===== config.mk =====
export PLATFORM = sky130hd
export DESIGN_NAME = mips_if_id_buffer_flat
export DESIGN_NICKNAME = d
export VERILOG_FILES = /design/src/rtl/mips_pkg.sv /design/src/rtl/mips_if_id_buffer_if.sv /design/src/rtl/mips_skid_slot.sv /design/src/rtl/mips_if_id_buffer.sv /design/src/flat_wrapper.sv
export SDC_FILE = /design/constraint.sdc
export NUM_CORES = 1
export LEC_CHECK = 0
export BUFFER_PORTS_ARGS = -buffer_cell sky130_fd_sc_hd__buf_2
export CAP_MARGIN = 25
export CELL_PAD_IN_SITES_DETAIL_PLACEMENT = 1
export CELL_PAD_IN_SITES_GLOBAL_PLACEMENT = 1
export CORE_ASPECT_RATIO = 1.5
export CORE_MARGIN = 3
export CORE_UTILIZATION = 45
export CTS_BUF_LIST = sky130_fd_sc_hd__clkbuf_2 sky130_fd_sc_hd__clkbuf_4 sky130_fd_sc_hd__clkbuf_8
export CTS_CLUSTER_SIZE = 28
export DETAILED_ROUTE_END_ITERATION = 7
export PLACE_DENSITY = 0.94
export SLEW_MARGIN = 15
export SYNTH_ARGS = -nofsm -noshare
export SYNTH_HDL_FRONTEND = slang
export SYNTH_SLANG_ARGS = --single-unit

===== constraint.sdc =====
create_clock -name clk -period 4.2 [get_ports clk]
set_input_delay 0.21 -clock clk [delete_from_list [all_inputs] [get_ports clk]]
set_output_delay 0.21 -clock clk [all_outputs]
set_load 0.01 [all_outputs]

===== src/rtl/mips_pkg.sv =====
// mips_pkg: types and constants shared by the IF/ID boundary and its bench.
//   DEF_DATA_W   : default width of the pc and instruction fields
//   DEF_NOP_INST : instruction word shown when no entry is held (sll $0,$0,0)
//   occ_state_e  : buffer occupancy, which is also the FSM state
//   fetch_beat_t : one {pc, inst} beat at the default width
package mips_pkg;

  localparam int          DEF_DATA_W   = 32;
  localparam logic [31:0] DEF_NOP_INST = 32'h0000_0000;

  typedef enum logic [1:0] {
    ST_EMPTY = 2'd0,
    ST_ONE   = 2'd1,
    ST_FULL  = 2'd2
  } occ_state_e;

  typedef struct packed {
    logic [DEF_DATA_W-1:0] pc;
    logic [DEF_DATA_W-1:0] inst;
  } fetch_beat_t;

endpackage


===== src/rtl/mips_if_id_buffer_if.sv =====
// mips_if_id_buffer_if: fetch-side and decode-side handshake bundle.
//   Fetch side : if_valid, if_ready, if_pc, if_inst, flush
//   Decode side: id_valid, id_ready, id_pc, id_inst, id_pc_plus4
// Handshake rule for both sides: a beat transfers at a rising clk edge where
// valid and ready are both 1; valid must not depend on ready, and the
// producer holds its data stable while valid=1 and ready=0.
// Modports: slave = the buffer's view, master = the fetch/decode view.
interface mips_if_id_buffer_if #(
  parameter int DATA_W = 32
) ();

  logic              if_valid;
  logic              if_ready;
  logic [DATA_W-1:0] if_pc;
  logic [DATA_W-1:0] if_inst;
  logic              flush;
  logic              id_valid;
  logic              id_ready;
  logic [DATA_W-1:0] id_pc;
  logic [DATA_W-1:0] id_inst;
  logic [DATA_W-1:0] id_pc_plus4;

  modport slave (
    input  if_valid, if_pc, if_inst, flush, id_ready,
    output if_ready, id_valid, id_pc, id_inst, id_pc_plus4
  );

  modport master (
    output if_valid, if_pc, if_inst, flush, id_ready,
    input  if_ready, id_valid, id_pc, id_inst, id_pc_plus4
  );

endinterface


===== src/rtl/mips_skid_slot.sv =====
// mips_skid_slot: one registered {pc, inst} entry.
//   i_load  : capture i_pc/i_inst (wins over i_clear)
//   i_clear : replace the instruction with NOP_INST, keep the pc
//   o_pc, o_inst : registered contents
// Reset: asynchronous active-high, pc=0, inst=NOP_INST.
module mips_skid_slot #(
  parameter int              DATA_W   = 32,
  parameter logic [DATA_W-1:0] NOP_INST = '0
) (
  input  logic              clk,
  input  logic              rst,
  input  logic              i_load,
  input  logic              i_clear,
  input  logic [DATA_W-1:0] i_pc,
  input  logic [DATA_W-1:0] i_inst,
  output logic [DATA_W-1:0] o_pc,
  output logic [DATA_W-1:0] o_inst
);

  logic [DATA_W-1:0] r_pc;
  logic [DATA_W-1:0] r_inst;

  always_ff @(posedge clk or posedge rst) begin
    if (rst) begin
      r_pc   <= '0;
      r_inst <= NOP_INST;
    end else if (i_load) begin
      r_pc   <= i_pc;
      r_inst <= i_inst;
    end else if (i_clear) begin
      r_inst <= NOP_INST;
    end
  end

  assign o_pc   = r_pc;
  assign o_inst = r_inst;

endmodule


===== src/rtl/mips_if_id_buffer.sv =====
// mips_if_id_buffer: IF/ID pipeline boundary, a 2-entry in-order skid buffer.
//   clk, rst    : rising-edge clock, asynchronous active-high reset
//   bus (slave) : fetch handshake (if_*), flush, decode handshake (id_*)
//   o_state     : current occupancy state (EMPTY/ONE/FULL) for observation
// Optional macro IF_ID_PERF_CNT_EN adds stall_cnt and flush_cnt outputs.
// The head slot drives id_pc/id_inst directly; the tail slot only holds the
// second beat while decode stalls. if_ready decodes the registered state, so
// there is no combinational path from id_ready to if_ready.
module mips_if_id_buffer
  import mips_pkg::*;
#(
  parameter int                DATA_W   = DEF_DATA_W,
  parameter logic [DATA_W-1:0] NOP_INST = DATA_W'(DEF_NOP_INST)
) (
  input  logic                 clk,
  input  logic                 rst,
  mips_if_id_buffer_if.slave   bus,
  output occ_state_e           o_state
`ifdef IF_ID_PERF_CNT_EN
  ,
  output logic [31:0]          stall_cnt,
  output logic [31:0]          flush_cnt
`endif
);

  occ_state_e r_state;
  occ_state_e w_next_state;

  logic w_if_ready;
  logic w_id_valid;
  logic w_push;
  logic w_pop;

  logic w_head_load;
  logic w_head_clear;
  logic w_head_from_tail;
  logic w_tail_load;

  logic [DATA_W-1:0] w_head_pc_in;
  logic [DATA_W-1:0] w_head_inst_in;
  logic [DATA_W-1:0] w_head_pc;
  logic [DATA_W-1:0] w_head_inst;
  logic [DATA_W-1:0] w_tail_pc;
  logic [DATA_W-1:0] w_tail_inst;

  assign w_if_ready = (r_state != ST_FULL);
  assign w_id_valid = (r_state != ST_EMPTY);
  assign w_push     = bus.if_valid & w_if_ready;
  assign w_pop      = w_id_valid & bus.id_ready;

  always_ff @(posedge clk or posedge rst) begin
    if (rst) begin
      r_state <= ST_EMPTY;
    end else begin
      r_state <= w_next_state;
    end
  end

  // Next state and slot controls. Flush overrides everything: the incoming
  // beat is dropped and the head instruction reverts to NOP.
  always_comb begin
    w_next_state     = r_state;
    w_head_load      = 1'b0;
    w_head_clear     = 1'b0;
    w_head_from_tail = 1'b0;
    w_tail_load      = 1'b0;
    if (bus.flush) begin
      w_next_state = ST_EMPTY;
      w_head_clear = 1'b1;
    end else begin
      unique case (r_state)
        ST_EMPTY: begin
          if (w_push) begin
            w_next_state = ST_ONE;
            w_head_load  = 1'b1;
          end
        end
        ST_ONE: begin
          if (w_push && w_pop) begin
            w_head_load = 1'b1;
          end else if (w_push) begin
            w_next_state = ST_FULL;
            w_tail_load  = 1'b1;
          end else if (w_pop) begin
            w_next_state = ST_EMPTY;
            w_head_clear = 1'b1;
          end
        end
        ST_FULL: begin
          if (w_pop) begin
            w_next_state     = ST_ONE;
            w_head_load      = 1'b1;
            w_head_from_tail = 1'b1;
          end
        end
        default: begin
          w_next_state = ST_EMPTY;
          w_head_clear = 1'b1;
        end
      endcase
    end
  end

  assign w_head_pc_in   = w_head_from_tail ? w_tail_pc   : bus.if_pc;
  assign w_head_inst_in = w_head_from_tail ? w_tail_inst : bus.if_inst;

  mips_skid_slot #(
    .DATA_W   (DATA_W),
    .NOP_INST (NOP_INST)
  ) u_head (
    .clk     (clk),
    .rst     (rst),
    .i_load  (w_head_load),
    .i_clear (w_head_clear),
    .i_pc    (w_head_pc_in),
    .i_inst  (w_head_inst_in),
    .o_pc    (w_head_pc),
    .o_inst  (w_head_inst)
  );

  // Tail contents are only meaningful in FULL, so it is never cleared.
  mips_skid_slot #(
    .DATA_W   (DATA_W),
    .NOP_INST (NOP_INST)
  ) u_tail (
    .clk     (clk),
    .rst     (rst),
    .i_load  (w_tail_load),
    .i_clear (1'b0),
    .i_pc    (bus.if_pc),
    .i_inst  (bus.if_inst),
    .o_pc    (w_tail_pc),
    .o_inst  (w_tail_inst)
  );

  assign bus.if_ready    = w_if_ready;
  assign bus.id_valid    = w_id_valid;
  assign bus.id_pc       = w_head_pc;
  assign bus.id_inst     = w_head_inst;
  assign bus.id_pc_plus4 = w_head_pc + DATA_W'(4);
  assign o_state         = r_state;

`ifdef IF_ID_PERF_CNT_EN
  logic [31:0] r_stall_cnt;
  logic [31:0] r_flush_cnt;

  // A flush is counted only when it actually discards something: a held
  // entry or a beat fetch is presenting in the same cycle.
  always_ff @(posedge clk or posedge rst) begin
    if (rst) begin
      r_stall_cnt <= '0;
      r_flush_cnt <= '0;
    end else begin
      if (bus.if_valid && !w_if_ready) begin
        r_stall_cnt <= r_stall_cnt + 32'd1;
      end
      if (bus.flush && ((r_state != ST_EMPTY) || bus.if_valid)) begin
        r_flush_cnt <= r_flush_cnt + 32'd1;
      end
    end
  end

  assign stall_cnt = r_stall_cnt;
  assign flush_cnt = r_flush_cnt;
`endif

endmodule


===== src/flat_wrapper.sv =====
// flat-port wrapper written by rule: the top's interface ports become plain ports
module mips_if_id_buffer_flat import mips_pkg::*;
#(
  parameter int                DATA_W   = DEF_DATA_W,
  parameter logic [DATA_W-1:0] NOP_INST = DATA_W'(DEF_NOP_INST)
)
  (clk, rst, o_state, bus_if_valid, bus_if_pc, bus_if_inst, bus_flush, bus_id_ready, bus_if_ready, bus_id_valid, bus_id_pc, bus_id_inst, bus_id_pc_plus4);
  mips_if_id_buffer_if #(.DATA_W(DATA_W)) bus_i ();
  input  logic clk;
  input  logic rst;
  output occ_state_e o_state;
  input wire logic [$bits(bus_i.if_valid)-1:0] bus_if_valid;
  input wire logic [$bits(bus_i.if_pc)-1:0] bus_if_pc;
  input wire logic [$bits(bus_i.if_inst)-1:0] bus_if_inst;
  input wire logic [$bits(bus_i.flush)-1:0] bus_flush;
  input wire logic [$bits(bus_i.id_ready)-1:0] bus_id_ready;
  output wire logic [$bits(bus_i.if_ready)-1:0] bus_if_ready;
  output wire logic [$bits(bus_i.id_valid)-1:0] bus_id_valid;
  output wire logic [$bits(bus_i.id_pc)-1:0] bus_id_pc;
  output wire logic [$bits(bus_i.id_inst)-1:0] bus_id_inst;
  output wire logic [$bits(bus_i.id_pc_plus4)-1:0] bus_id_pc_plus4;
  assign bus_i.if_valid = bus_if_valid;
  assign bus_i.if_pc = bus_if_pc;
  assign bus_i.if_inst = bus_if_inst;
  assign bus_i.flush = bus_flush;
  assign bus_i.id_ready = bus_id_ready;
  assign bus_if_ready = bus_i.if_ready;
  assign bus_id_valid = bus_i.id_valid;
  assign bus_id_pc = bus_i.id_pc;
  assign bus_id_inst = bus_i.id_inst;
  assign bus_id_pc_plus4 = bus_i.id_pc_plus4;
  mips_if_id_buffer #(.DATA_W(DATA_W), .NOP_INST(NOP_INST)) u_core (.clk(clk), .rst(rst), .bus(bus_i), .o_state(o_state));
endmodule

==> results by group, run 1 <==
Run status
  – Status: completed

Worst setup path
  – WS Path Type: reg -> out
  – Worst-path cell chain: nand4_2, nor4_4, nand3_1, xnor2_1, buf_2
  – R2r worst-path depth: 5
  – Crit-path max cell delay: 0.80 ns
  – Worst path depth: 5
  – CP Launch Type: register
  – CP max-delay cell: nor4_4
  – Req. time, crit path: about 4 ns
  – Crit path max-delay family: simple AND/OR/NAND/NOR gates
  – Largest fanout on the critical path: 14
  – CP arrival: 2.55 ns
  – CP Capture Type: primary output
  – Worst path buffer plus inverter count: 1

Drt
  – Drt first pass iters: 4
  – Mean number of vias per cell: 5.30
  – DRC: 0
  – DR iter-0 viols: 129
  – DR vias: 4382
  – Drt wl/cell: 20.1 microns
  – Final wirelength: 16600 microns
  – Post-route ant nets: 0

Floorplan
  – Die width: 105 microns
  – Core area: 14200 sq um
  – # rows: 53
  – # IOs: between 150 and 200
  – Die Span Y: 154 microns
  – Die ar.: 16200 sq um
  – Initial core utilization: 0.465

Layout
  – Layout Cells excl Fill: 827
  – Area growth syn-to-layout: 21.9%
  – Share of layout cells above drive strength 1: 0.567
  – Final nets: slightly below 700

Synth
  – Async SR Flop Fraction: 1.00
  – Syn. warnings: 0
  – Mean post-synth cell area: 14.6 sq um
  – Yosys top cell by area: dfrtp_1
  – Seq/Total Area, Yosys: 0.493
  – Yosys top cell area share: 0.493
  – Synth Flop Type: dfrtp_1
  – Synth cell types: 37
  – FF+latch count, synth: 130
  – Most instantiated cells after synthesis: dfrtp_1, mux2_2, mux2i_1
  – Largest cells by area after synthesis: dfrtp_1, mux2_2, mux2_4
  – Syn Nets: roughly 520
  – Most frequent cell after synthesis: dfrtp_1
  – Post-Syn Area: 6600 sq um
  – EDFF count, synth: 0
  – Gate Count Post-Synth: between 400 and 500

Power and ir drop
  – Switching share of power: 0.284
  – Maximum vdd drop: 251 uV
  – P per Cell Area: 480 nW/um^2
  – Int Power: 2.77 mW
  – Clock group share of total power: 0.340
  – Static leakage: ~3.7 nW
  – Combinational power share: 0.210
  – Seq pwr share: 0.450
  – Psw: 1.10 mW

Placed design
  – Routability cong.: 0.794
  – Placed cell count: around 800
  – DP Wirelength: around 12000 microns
  – Buffers on Ports: 168

CTS
  – # Post-CTS Setup Buffers: 0
  – H-tree levels: 4
  – Sink Count: 130
  – Cts repair resizes: 0
  – Clock transition at path regs: 0.09 ns
  – TritonCTS Buffers: 17
  – Hold buffers post-CTS: 3
  – TritonCTS clock tree: built
  – Root Driver: clkbuf_8
  – Clk buf depth: 2
  – Clk_lat worst skew: between 0.4 and 0.5 ns

Global route
  – Vias in the first global route: 5135
  – Total GRT Usage: 0.209
  – Initial antenna violation count: 4
  – Global-route wire length before repair: 26800 microns
  – Global route total overflow: 0
  – Largest net degree at the start of global routing: 96

STA
  – Rel. slew slack: 0.427
  – Final setup viols: 0
  – Worst clock skew: 0.0173 ns
  – RSZ-0062 raised after global routing: no
  – Final Hold Viols: 0
  – Fin crit share: 0.656
  – Minimum clock period: 2.76 ns
  – Fmax: ~360 MHz
  – Final Max Tran Viols: 0
  – Setup TNS: 0 ns
  – Worst slew pin tran: 0.859 ns

Hold path
  – Min-delay worst type: in -> reg
  – Worst Hold Depth: 2

Flow run
  – Total of max-cap violations: 0
## cell usage in the layout (no fill, tap or decap), types with 2 or more instances in the layout
master and instances:
buf_4 3, dfrtp_1 130, mux2_4 34, dlygate4sd3_1 3, and3_1 3, diode_2 2
mux2i_1 36, xnor2_1 25, nand3_1 8, buf_2 168, mux2_1 14, and2_1 4
mux2_2 78, xor2_1 3, o2bb2ai_2 30, o2bb2ai_1 2, nand4_1 15, inv_6 2
and4_1 4, clkbuf_8 19, bufinv_16 6, nor2_1 9, nand2_1 12, buf_12 2
clkinv_4 3
## routing by layer
metal  wire length [microns]  GRT usage
met1                    6240      0.223
met2                    9070      0.386
met3                     855     0.0505
met4                     395     0.0926
met5                      23          0
## sequential cells by signal, summed over array words and instances, names as in the netlist
signal / cells
u_core.u_head.o_pc: 32
u_core.u_tail.o_inst: 32
u_core.u_tail.o_pc: 32
u_core.o_state: 2
u_core.u_head.o_inst: 32
## path summary, 6_finish.rpt
path	startpoint	end	slack, ns
hold / removal	bus_if_pc[23]	u_core.u_tail.o_pc[23]	0.03
setup / recovery	u_core.u_head.o_pc[10]	bus_id_pc_plus4[25]	1.44
max in group asynchronous	rst	u_core.u_head.o_inst[14]	2.63
hold reg to reg	u_core.u_head.o_inst[17]	u_core.u_head.o_inst[17]	0.50
setup reg to reg	u_core.o_state[1]	u_core.u_head.o_pc[30]	1.97
min in group asynchronous	rst	u_core.u_tail.o_pc[13]	0.53
## power groups by stage
| stage | sequential (mW) | combinational [mW] | clock (mW) |
|---|---|---|---|
| floorplan | 1.73 | 0.513 | 0 |
| global placement | 1.72 | 0.777 | 0 |
| detailed placement | 1.76 | 0.824 | 0 |
| CTS | 1.74 | 0.829 | 1.35 |
| global route | 1.78 | 0.884 | 1.41 |
| finish | 1.74 | 0.814 | 1.31 |
## cell type report
cell class | instances | area [sq um]
clock inverters | 12 | 228
diodes | 2 | 5.00
clock buffers | 20 | 269
repair buffers | 177 | 961
fillers | 1487 | 6140
flip-flops and latches | 130 | 3250
well taps | 192 | 240
multi-input cells | 292 | 3080
inverters | 2 | 12.5
## logic make-up after synthesis
kind of cell / count (synthesis) / share of synthesized area
multiplexers: 162 / 0.289
flip-flops: 130 / 0.493
AND/OR/NAND/NOR: 66 / 0.0603
AO/OA/AOI/OAI: 35 / 0.0739
buffers and inverters: 31 / 0.0453
XOR/XNOR: 28 / 0.0371
adder cells (fa/ha/maj): 1 / 0.00189
## metrics by stage
stage / area, sq um / power [mW] / util / hold WS [ns] / worst slack, ns
CTS: 8020 / 3.91 / 0.565 / 0.000208 / 1.41
finish: 8050 / 3.87 / 0.567 / 0.0251 / 1.44
detailed placement: 7490 / 2.58 / 0.528 / 0.462 / 1.84
global route: 8050 / 4.07 / 0.567 / 0.00379 / 1.25
floorplan: 6600 / 2.24 / - / 0.276 / 0.521
global placement: 7470 / 2.50 / 0.527 / 0.437 / 1.96
(Power assumes the default switching activity.)
==> run 2, diff against run 1 <==
CORE_UTILIZATION = 40   (was 45)
PLACE_DENSITY = 0.89   (was 0.94)
clock period = 2.3 ns   (was 4.2 ns; I/O delays follow)
==> results by group, run 2 (synthesis results as in run 1) <==
Run status
  – Status: finished with violations
  – Failing checks: setup timing

STA
  – Rel. slew slack: 0.539 (+0.112)
  – Final setup viols: 1 (+1)
  – Final Hold Viols: 0 (unchanged)
  – Minimum clock period: 2.31 ns
  – Final Max Tran Viols: 0 (unchanged)
  – Worst slew pin tran: 0.691 ns (-0.168 ns)
  – Fin crit share: 1.01
  – Setup TNS: -0.0137 ns (-0.0137 ns)
  – RSZ-0062 raised after global routing: yes
  – Worst clock skew: 0.0199 ns (+0.00260 ns)
  – Fmax: 432 MHz
  – Final setup margin: -0.0137 ns (-1.46 ns)

Global route
  – Largest net degree at the start of global routing: 131 (+36%)
  – Initial antenna violation count: 1 (-3)
  – Global route total overflow: 0 (unchanged)
  – Vias in the first global route: 5405 (+5.3%)
  – Global-route wire length before repair: 28900 microns (+7.8%)
  – Total GRT Usage: 0.199 (-0.00990)

Floorplan
  – Die Span Y: 163 microns (+5.8%)
  – Die width: 111 microns (+5.7%)
  – # IOs: 169 (unchanged)
  – # rows: 56 (+5.7%)
  – Core area: 15900 sq um (+12%)
  – Initial core utilization: 0.415 (-0.0501)
  – Die ar.: 18100 sq um (+12%)

Power and ir drop
  – Maximum vdd drop: 432 uV (+72%)
  – Static leakage: 4.01 nW (+7.8%)
  – Total Power: 6.71 mW (+73%)
  – P per Cell Area: 764 nW/um^2 (+59%)

CTS
  – Clk_lat worst skew: 0.42 ns (about the same)
  – H-tree levels: 4 (unchanged)
  – Clock transition at path regs: 0.08 ns (about the same)
  – TritonCTS clock tree: built
  – Clk buf depth: 2 (unchanged)
  – Root Driver: clkbuf_8
  – TritonCTS Buffers: 17 (unchanged)
  – Sink Count: 130 (unchanged)

Worst setup path
  – Req. time, crit path: 2.18 ns (-1.81 ns)
  – CP arrival: 2.20 ns (-0.35 ns)
  – Largest fanout on the critical path: 7 (-7)
  – CP Launch Type: register
  – CP Capture Type: primary output
  – WS Path Type: reg -> out

Layout
  – Layout Cells excl Fill: 922 (+11%)
  – Commonest cells after routing, fill and taps aside: buf_2, dfrtp_1, mux2_2
  – Most common cell after layout, fill and taps aside: buf_2
  – Share of layout cells above drive strength 1: 0.547 (-0.0198)
  – Design Area, Final: 8770 sq um (+9.0%)
  – Fin util: 0.552 (-0.0158)
  – Area growth syn-to-layout: 32.9%
  – Final nets: 776 (+12%)

Drt
  – Mean number of vias per cell: 5.22 (-1.5%)
  – Drt wl/cell: 20.4 microns (+1.6%)
  – Final wirelength: 18800 microns (+13%)
  – DR iter-0 viols: 169 (+31%)
  – Drt first pass iters: 4 (unchanged)
  – Post-route ant nets: 0 (unchanged)
  – DRC: 0 (unchanged)
  – DR vias: 4811 (+9.8%)

Hold path
  – Min-delay worst type: in -> reg

Placed design
  – Placed cell count: 807 (+2.3%)
  – Buffers on Ports: 168 (unchanged)
  – Routability cong.: 0.781 (-1.7%)
  – DP Wirelength: 11400 microns (-3.4%)
  – Dpl cell area: 7590 sq um (+1.4%)

Flow run
  – Total of max-cap violations: 0 (unchanged)
==> run 2: changes by cell type in the layout (fill, tap and decap cells not counted), sizes merged <==
cell	change
clkbuf	+1
bufinv	-5
buf	+23
dlygate4sd3	+63
clkinvlp	+5
inv	-2
diode	-1
==> run 2: final timing paths <==
check	start	endpoint	cells past startpoint	slack, ns
max in group asynchronous	rst	u_core.u_head.o_pc[8]	4	1.32
max	u_core.u_head.o_pc[15]	bus_id_pc_plus4[18]	6	-0.01
max reg2reg	u_core.o_state[0]	u_core.u_head.o_pc[0]	5	0.23
min in group asynchronous	rst	u_core.u_tail.o_pc[10]	4	0.45
min	bus_if_valid	u_core.o_state[0]	5	0.09
min reg2reg	u_core.u_head.o_inst[30]	u_core.u_head.o_inst[30]	1	0.49
==> run 2: through the flow <==
stage | hold slack, ns | setup WS, ns
global route | 0.103 | -0.119
CTS | 0.0598 | 0.00317
global placement | 0.361 | 0.345
finish | 0.0924 | -0.0137
detailed placement | 0.371 | 0.253
floorplan | 0.181 | 0.408
==> run 2: repair_timing <==
item                                    in CTS  in global routing
setup buffers                                0                 16
pin swaps                                    1                  3
resized for setup                            6                  8
hold buffers                                66                  0
hold endpoints to repair                   221                  0
cloned                                       1                  0
endpoints found under the setup margin      12                 15
==> run 2: where the power goes <==
part,leakage [nW],switching (mW),internal (mW)
Sequential,1.60,0.411,2.77
Clock,0.174,0.901,0.905
Combinational,2.24,0.761,0.954
Total,4.01,2.07,4.63
==> run 2: routing by layer <==
layer	track usage	share of wire	wire [microns]	vias to the layer above
li1	-	-	-	2166
met5	0	0	0	-
met3	0.0423	0.042	786	38
met1	0.216	0.38	7050	2450
met4	0.0706	0.025	472	0
met2	0.378	0.56	10500	157
==> run 2: critical path, stage by stage, from the launching register on <==
cell	delay (ns)
dfrtp_1	0.44
nand2_1	0.17
nor4_4	0.42
buf_2	0.28
nand4_1	0.16
xnor2_1	0.16
buf_2	0.15
==> run 2: cell type report <==
type / count / area (sq um)
diodes: 1 / 2.50
clock buffers: 21 / 270
clock inverters: 10 / 87.6
fillers: 1627 / 7130
inverters: 2 / 11.3
multi-input cells: 292 / 3100
flip-flops and latches: 130 / 3270
well taps: 203 / 254
repair buffers: 263 / 1780
==> run 3, diff against run 2 <==
ABC_AREA = 1   (was not set)
CORE_UTILIZATION = 35   (was 40)
==> results by group, run 3 <==
Layout
  – Commonest cells after routing, fill and taps aside: nand2_1, buf_2, dfrtp_1
  – Register cell area after layout: 3260 sq um (-0.31%)
  – Fin util: 0.476 (-0.0753)
  – Most common cell after layout, fill and taps aside: nand2_1
  – Area growth syn-to-layout: 31.4%
  – Final nets: 1263 (+63%)
  – Share of layout cells above drive strength 1: 0.187 (-0.360)
  – Multi-input logic area: 2940 sq um (-5.0%)
  – N_diodes: 0 (-1)
  – Filler cell count: 2501 (+54%)

Synth
  – Synth cell types: 23 (-38%)
  – Yosys top cell area share: 0.478 (-0.0145)
  – FF+latch count, synth: 130 (unchanged)
  – Yosys top cell by area: dfrtp_1
  – Most instantiated cells after synthesis: nand2_1, dfrtp_1, inv_1
  – Syn Nets: 1043 (+99%)
  – Post-Syn Area: 6800 sq um (+3.0%)
  – Most frequent cell after synthesis: nand2_1
  – Syn. warnings: 0 (unchanged)
  – Async SR Flop Fraction: 1.00 (unchanged)
  – Synth Flop Type: dfrtp_1
  – Mean post-synth cell area: 6.99 sq um (-52%)
  – EDFF count, synth: 0 (unchanged)
  – Seq/Total Area, Yosys: 0.478 (-0.0145)
  – Gate Count Post-Synth: 973 (+110%)
  – Largest cells by area after synthesis: dfrtp_1, nand2_1, inv_1

Worst setup path
  – Crit path max-delay family: simple AND/OR/NAND/NOR gates
  – Req. time, crit path: 2.18 ns (about the same)
  – R2r worst-path depth: 7 (+2)
  – CP Capture Type: primary output
  – Reg2reg setup slack: 0.44 ns (+0.21 ns)
  – CP Launch Type: register
  – Worst path buffer plus inverter count: 3 (+1)
  – CP max-delay cell: dfrtp_2
  – Crit-path max cell delay: 0.43 ns (about the same)
  – Worst-path cell chain: ha_1, inv_1, nor2_2, inv_1, nor2_2, nand2_1, nand2_1, nand2_1, buf_2
  – Worst path depth: 9 (+3)
  – WS Path Type: reg -> out
  – Largest fanout on the critical path: 8 (+1)
  – Crit path top cell by count: nand2_1
  – CP arrival: 2.04 ns (-0.16 ns)

Run status
  – Status: completed

Floorplan
  – Core area: 18800 sq um (+18%)
  – # IOs: 169 (unchanged)
  – Initial core utilization: 0.362 (-0.0528)
  – # rows: 61 (+8.9%)
  – Die Span Y: 177 microns (+8.2%)
  – Die ar.: 21200 sq um (+17%)
  – Die width: 120 microns (+8.1%)

STA
  – Fin crit share: 0.939 (-0.0670)
  – Worst slew pin tran: 0.815 ns (+0.124 ns)
  – Minimum clock period: 2.16 ns (-0.154 ns)
  – Final Hold Viols: 0 (unchanged)
  – Rel. slew slack: 0.457 (-0.0825)
  – RSZ-0062 raised after global routing: no
  – Min Hold Slack: 0.0597 ns (-0.0328 ns)
  – Final Max Tran Viols: 0 (unchanged)
  – Setup TNS: 0 ns (+0.0137 ns)
  – Worst clock skew: 0.0107 ns (-0.00919 ns)
  – Final setup viols: 0 (-1)
  – Fmax: 463 MHz (+7.1%)

CTS
  – TritonCTS Buffers: 17 (unchanged)
  – Clock transition at path regs: 0.08 ns (about the same)
  – Clk buf depth: 2 (unchanged)
  – TritonCTS clock tree: built
  – H-tree levels: 4 (unchanged)
  – Root Driver: clkbuf_8
  – Clk_lat worst skew: 0.43 ns (about the same)
  – Sink Count: 130 (unchanged)

Drt
  – Mean number of vias per cell: 4.90 (-6.1%)
  – Final wirelength: 23500 microns (+25%)
  – DR vias: 7142 (+48%)
  – Post-route ant nets: 0 (unchanged)
  – DR iter-0 viols: 292 (+73%)
  – Drt first pass iters: 4 (unchanged)
  – Drt wl/cell: 16.1 microns (-21%)
  – DRC: 0 (unchanged)

Global route
  – Global-route wire length before repair: 38000 microns (+31%)
  – Global route total overflow: 0 (unchanged)
  – Initial antenna violation count: 0 (-1)
  – Largest net degree at the start of global routing: 131 (unchanged)
  – Vias in the first global route: 7669 (+42%)
  – Total GRT Usage: 0.223 (+0.0245)

Power and ir drop
  – Switching share of power: 0.345 (+0.0358)
  – Maximum vdd drop: 319 uV (-26%)
  – Static leakage: 5.07 nW (+26%)
  – Clock group share of total power: 0.294 (+0.025)
  – Seq pwr share: 0.458 (-0.017)
  – Combinational power share: 0.248 (-0.008)
  – P per Cell Area: 845 nW/um^2 (+11%)
  – Int Power: 4.95 mW (+6.9%)
  – Psw: 2.61 mW (+26%)

Hold path
  – Min-delay worst type: in -> reg
  – Worst Hold Depth: 4 (-1)

Placed design
  – DP Wirelength: 14900 microns (+32%)
  – Buffers on Ports: 168 (unchanged)
  – Routability cong.: 0.831 (+6.4%)

Flow run
  – Total of max-cap violations: 0 (unchanged)
run 3: cell types whose count changed in the layout (fill, tap and decap cells not counted), moves of 19 or more:
| cell | change |
|---|---|
| inv_1 | +87 |
| nor2_1 | +40 |
| mux2_4 | -34 |
| mux2i_1 | -36 |
| xnor2_1 | -19 |
| o2bb2ai_2 | -30 |
| o21ai_0 | +66 |
| nand3_1 | +37 |
| mux2_2 | -78 |
| nand2_1 | +504 |
run 3: kinds of logic (layout without fill, tap and decap cells):
kind of cell / after synthesis / after routing / share of synthesized area
AO/OA/AOI/OAI: 68 / 68 / 0.0509
XOR/XNOR: 15 / 15 / 0.0193
flip-flops: 130 / 130 / 0.478
adder cells (fa/ha/maj): 1 / 1 / 0.00184
buffers and inverters: 135 / 368 / 0.0925
AND/OR/NAND/NOR: 624 / 624 / 0.357
run 3: final timing paths:
path / from / end
min: bus_flush / u_core.o_state[0]
min reg2reg: u_core.u_tail.o_pc[11] / u_core.u_tail.o_pc[11]
max in group asynchronous: rst / u_core.u_tail.o_inst[28]
max reg2reg: u_core.o_state[1] / u_core.u_head.o_inst[25]
max: u_core.u_head.o_pc[2] / bus_id_pc_plus4[30]
min in group asynchronous: rst / u_core.u_tail.o_inst[27]
run 3: through the flow:
step	setup WS [ns]	instance area [sq um]	power, mW	instances
after CTS	0.00714	8920	7.59	1458
after global routing	0.0180	8940	8.04	1458
after detailed placement	0.463	7820	5.25	1361
after global placement	0.584	7820	5.11	1361
final	0.140	8940	7.56	1458
after floorplan	0.576	6810	4.41	973
run 3: worst min-delay path, delay by kind of cell:
kind / cells / cell delay (ns)
simple gates: 3 / 0.21
buf+inv: 1 / 0.14
run 3: power groups by stage:
stage                     clock, mW  sequential [mW]  combinational [mW]
after detailed placement          0             3.48                1.77
after CTS                      2.28             3.44                1.87
after global placement            0             3.44                1.67
after global routing           2.38             3.55                2.11
after floorplan                   0             3.43               0.987
final                          2.22             3.46                1.87
run 3: final cells by class:
cell class              count  area share
flip-flops and latches    130       0.364
multi-input cells         708       0.329
clock buffers              20      0.0301
repair buffers            245       0.182
well taps                 252      0.0353
clock inverters            12      0.0203
inverters                  91      0.0386
run 3: routing by layer:
metal	up-vias	GRT usage	part of all wire
met4	0	0.100	0.037
met2	185	0.426	0.54
met1	3516	0.243	0.39
li1	3383	-	-
met5	-	0	0
met3	58	0.0291	0.032
run 3: repair_timing:
action	CTS	global route
resized for setup	1	6
setup buffers	0	0
setup endpoints to repair	2	7
pin swaps	0	0
hold buffers	65	0
hold endpoints to repair	251	0
